[config.mk]
export PLATFORM = sky130hd
export DESIGN_NAME = mux16_rr_sched
export DESIGN_NICKNAME = d
export VERILOG_FILES = /design/src/rtl/mux16_rr_sched.sv
export SDC_FILE = /design/constraint.sdc
export NUM_CORES = 1
export LEC_CHECK = 0
export ABC_CLOCK_PERIOD_IN_PS = 5490
export CORE_ASPECT_RATIO = 1.1
export CORE_UTILIZATION = 58
export CTS_CLUSTER_DIAMETER = 60
export DETAILED_ROUTE_END_ITERATION = 10
export GPL_TIMING_DRIVEN = 0
export PLACE_DENSITY = 0.82
export SLEW_MARGIN = 20
export SYNTH_ARGS = -nofsm -noshare
export SYNTH_HDL_FRONTEND = slang
export SYNTH_SLANG_ARGS = --single-unit
export TNS_END_PERCENT = 20
[constraint.sdc]
create_clock -name clk -period 5.49 [get_ports clk]
set_input_delay 0.549 -clock clk [delete_from_list [all_inputs] [get_ports clk]]
set_output_delay 0.549 -clock clk [all_outputs]
set_load 0.01 [all_outputs]
[src/rtl/mux16_rr_sched.sv]
// Round-robin owner of the shared 16:1 mux select, with a dead cycle between grants.
// Optional MUX16_HOLD_LIMIT_EN caps a grant at MAX_HOLD cycles and pulses preempt.
module mux16_rr_sched #(
  parameter int MAX_HOLD = 64
) (
  input  logic        clk,
  input  logic        rst,
  input  logic [15:0] req,
  input  logic        done,
  output logic [3:0]  sel,
  output logic        sel_valid,
  output logic [15:0] gnt,
  output logic        preempt
);

  typedef enum logic [1:0] {
    IDLE = 2'd0,
    BUSY = 2'd1,
    GAP  = 2'd2
  } state_t;

  state_t      state, state_d;
  logic [3:0]  sel_d;
  logic        valid_d;
  logic [15:0] gnt_d;
  logic [3:0]  ptr, ptr_d;
  logic [3:0]  pick, idx;
  logic        found;
  logic        rel, frc;

`ifdef MUX16_HOLD_LIMIT_EN
  localparam int HOLD_W = $clog2(MAX_HOLD);
  logic [HOLD_W-1:0] hold_cnt, hold_d;
  logic              pre_q, pre_d;
  assign preempt = pre_q;
`else
  assign preempt = 1'b0;
`endif

  // first requester at or after ptr, wrapping 15 -> 0
  always_comb begin
    pick  = ptr;
    idx   = 4'd0;
    found = 1'b0;
    for (int i = 0; i < 16; i++) begin
      idx = ptr + 4'(i);
      if (!found && req[idx]) begin
        pick  = idx;
        found = 1'b1;
      end
    end
  end

  always_comb begin
    state_d = state;
    sel_d   = sel;
    valid_d = sel_valid;
    gnt_d   = gnt;
    ptr_d   = ptr;
    rel     = 1'b0;
    frc     = 1'b0;
`ifdef MUX16_HOLD_LIMIT_EN
    hold_d  = hold_cnt;
    pre_d   = 1'b0;
`endif
    unique case (state)
      IDLE: begin
        if (found) begin
          state_d = BUSY;
          sel_d   = pick;
          valid_d = 1'b1;
          gnt_d   = 16'(1) << pick;
`ifdef MUX16_HOLD_LIMIT_EN
          hold_d  = '0;
`endif
        end
      end
      BUSY: begin
        rel = done | ~req[sel];
`ifdef MUX16_HOLD_LIMIT_EN
        hold_d = hold_cnt + 1'b1;
        frc    = !rel &&
                 (hold_cnt == HOLD_W'(MAX_HOLD - 1));
        pre_d  = frc;
`endif
        if (rel || frc) begin
          state_d = GAP;
          valid_d = 1'b0;
          gnt_d   = '0;
          ptr_d   = sel + 4'd1;
        end
      end
      GAP: state_d = IDLE;
      default: state_d = IDLE;
    endcase
  end

  always_ff @(posedge clk) begin
    if (rst) begin
      state     <= IDLE;
      sel       <= '0;
      sel_valid <= 1'b0;
      gnt       <= '0;
      ptr       <= '0;
    end else begin
      state     <= state_d;
      sel       <= sel_d;
      sel_valid <= valid_d;
      gnt       <= gnt_d;
      ptr       <= ptr_d;
    end
  end

`ifdef MUX16_HOLD_LIMIT_EN
  always_ff @(posedge clk) begin
    if (rst) begin
      hold_cnt <= '0;
      pre_q    <= 1'b0;
    end else begin
      hold_cnt <= hold_d;
      pre_q    <= pre_d;
    end
  end
`endif

endmodule

==> results.py <==
metrics = {
    "logic_synthesis": {
        "postSynthCellCount": 415,
        "yosys_warnings": 0,
        "synth_nets": 443,
        "syn_area_mm2": 0.00375,
        "ys.flop_type": "dfxtp_1",
        "ys_seq_area_share_pct": 14.4,
        "synth-edff-count": 0,
        "avgSynthCellArea_um2": 9.04,
        "synth_seq_cells": 27,
        "synthArstFlopShare_pct": 0,
        "synth_cell_types": 75,
    },
    "worst_setup_path": {
        "startpoint_type": "flop",
        "reg2reg_depth": 16,
        "cp_max_fo": 10,
        "cp.arrival_ps": 5490,
        "crit-reg2reg-launch": "ptr[1]",
        "cp-end-kind": "flop",
        "crit_path_start": "ptr[1]",
        "path_class": "reg -> reg",
        "cp.required_ps": 5660,
    },
    "route": {
        "drt_iter0_drc": 524,
        "routed_wirelength_um": 12000,
        "first_pass_iters": 5,
        "vias": 3962,
        "drc": 0,
        "viasPerCell": 7.36,
        "wire_per_inst_um": 22.4,
        "ant_nets": 0,
    },
    "placement": {
        "dp_hpwl_um": 8900,
        "port_buffers": 39,
        "gp_congestion": 0.973,
    },
    "cells_and_area": {
        "drive_gt1_share_pct": 21.4,
        "final_cell_mix": "clkdlybuf4s50_1 (39), nor2_1 (35), nand2_1 (31)",
        "layout_commonest_cell": "clkdlybuf4s50_1",
        "area_growth_pct": 16.8,
        "fillers": 485,
        "nets": 487,
        "antenna_cells": 0,
    },
    "die": {
        "die_y_um": 86.3,
        "start_util_pct": 60.6,
        "dieArea_mm2": 0.00679,
        "die_w_um": 78.7,
        "core_mm2": 0.00619,
        "io-pin-count": 41,
        "row_count": 30,
    },
    "sta": {
        "slew_viol_final": 0,
        "rsz0062_at_grt": "no",
        "final_hold_viol_count": 0,
        "setup_tns_ps": 0,
        "clock_skew_ps": 5.03,
        "tightest_slew_ps": 829,
        "slew_headroom_pct": 44.5,
        "setup_viol": 0,
        "timing.fmax_mhz": 188,
        "timing.final.crit_share_pct": 97.0,
        "finalCriticalPeriod_ps": 5330,
    },
    "power": {
        "p_total_mw": 2.66,
        "power_density_mw_per_mm2": 608,
        "ir_drop_mv": 0.293,
        "power_leakage_nw": 1.52,
    },
    "global_routing": {
        "antenna_found_initial": 0,
        "grt_max_degree": 17,
        "grt_pass1_wl_um": 19400,
        "grt-ovfl-total": 0,
        "grt_pass1_vias": 3801,
        "grt.total_usage_pct": 36.4,
    },
    "clock_tree": {
        "numCtsBuffers": 3,
        "cts-root-buf": "clkbuf_8",
        "cts.clk_slew.worst_paths_ps": 90,
        "clockBufferDepth": 2,
        "ctsHoldBuffers": 0,
        "cts_tree": "done",
        "cts_htree_levels": 1,
        "clock_sinks": 27,
        "clock_latency_ps": 270,
    },
    "run_status": {
        "status": "completed",
    },
    "worst_hold_path": {
        "hold_path_class": "reg -> reg",
        "hold_depth": 2,
        "hp-start": "gnt[0]",
    },
    "run": {
        "maxCapViolations": 0,
    },
}
## metal layers
metal	GRT usage [%]	part of all wire, %	vias to the layer above
met3	5.05	9.9	42
met4	14.6	3.6	0
met1	50.2	40	1904
met2	57.5	46	288
met5	0	0	-
li1	-	-	1728
## stage by stage
stage	hold WS (ps)	cell area, um^2	utilization [%]	worst slack [ps]	instances
final	456	4380	70.7	164	538
after global routing	478	4380	70.7	20.0	538
after CTS	458	4340	70.1	15.3	538
after detailed placement	443	4250	68.6	-614	534
after global placement	439	4240	68.5	-515	534
after floorplan	477	3750	-	695	415
## sequential cells by signal (all words and copies together) (netlist names)
register	count
sel_valid	1
state	2
ptr	4
gnt	16
sel	4
## synthesized netlist by cell type (all sizes together) (7+ instances only)
cell    instances  area, um^2
nor2           35         131
nand2          32         120
mux2i          29         290
mux4           29         664
dfxtp          27         541
mux2           22         251
o21ai          18        93.8
clkbuf         16        60.1
a21oi          14        70.1
buf            14        83.8
nand3          13        65.1
o211ai         11        87.6
xnor2          10        95.1
ha              9         113
a32o            8        82.6
inv             8        30.0
o31ai           8        60.1
or3             8        55.1
a211oi          7        52.6
a22o            7        61.3
and2            7        48.8
o22ai           7        43.8
## repair_timing
item / in CTS / in global routing
buffers inserted: 0 / 2
pin swaps: 1 / 1
gates resized for setup: 9 / 8
setup endpoints to repair: 22 / 19
gates cloned: 0 / 0
## cell families (layout without fill, tap and decap cells)
kind of cell             after synthesis  after routing  synth area share [%]
multiplexers                          80             80                  32.2
AO/OA/AOI/OAI                        122            122                  25.2
XOR/XNOR                              16             16                  3.94
other                                  1              1                 0.100
adder cells (fa/ha/maj)                9              9                  3.00
flip-flops                            27             27                  14.4
AND/OR/NAND/NOR                      122            122                  16.6
buffers and inverters                 38             81                  4.64
## final timing paths
check / end / slack, ps
min reg2reg: gnt[0] / 460
max reg2reg: gnt[11] / 160
max: gnt[11] / 160
min: gnt[0] / 460
## area by class of cell
| type | count | area [um^2] | share of cell area, % |
|---|---|---|---|
| Buffer | 28 | 148 | 3.37 |
| Tap cell | 80 | 100 | 2.29 |
| Multi-Input combinational cell | 350 | 3110 | 71.0 |
| Clock inverter | 1 | 7.51 | 0.171 |
| Sequential cell | 27 | 541 | 12.3 |
| Inverter | 8 | 30.0 | 0.686 |
| Clock buffer | 3 | 41.3 | 0.943 |
| Timing Repair Buffer | 41 | 405 | 9.25 |
## power by group
group / switching, mW / total [mW] / internal (mW) / leakage (nW)
Sequential: 0.0512 / 0.299 / 0.248 / 0.220
Combinational: 1.35 / 2.25 / 0.900 / 1.28
Clock: 0.0618 / 0.113 / 0.0515 / 0.0217
## worst max-delay path: stages, from the launching register on
cell and delay (ps):
dfxtp_1 460, buf_4 260, clkbuf_4 260, clkbuf_4 260
inv_1 200, ha_2 470, mux4_1 390, mux2_2 350
mux2_4 330, a2111o_1 510, or2_0 240, buf_2 160
a2bb2oi_1 150, a211oi_1 380, o221ai_2 220, and2_1 280
a32o_1 280
Power figures use the tool's default switching activity.
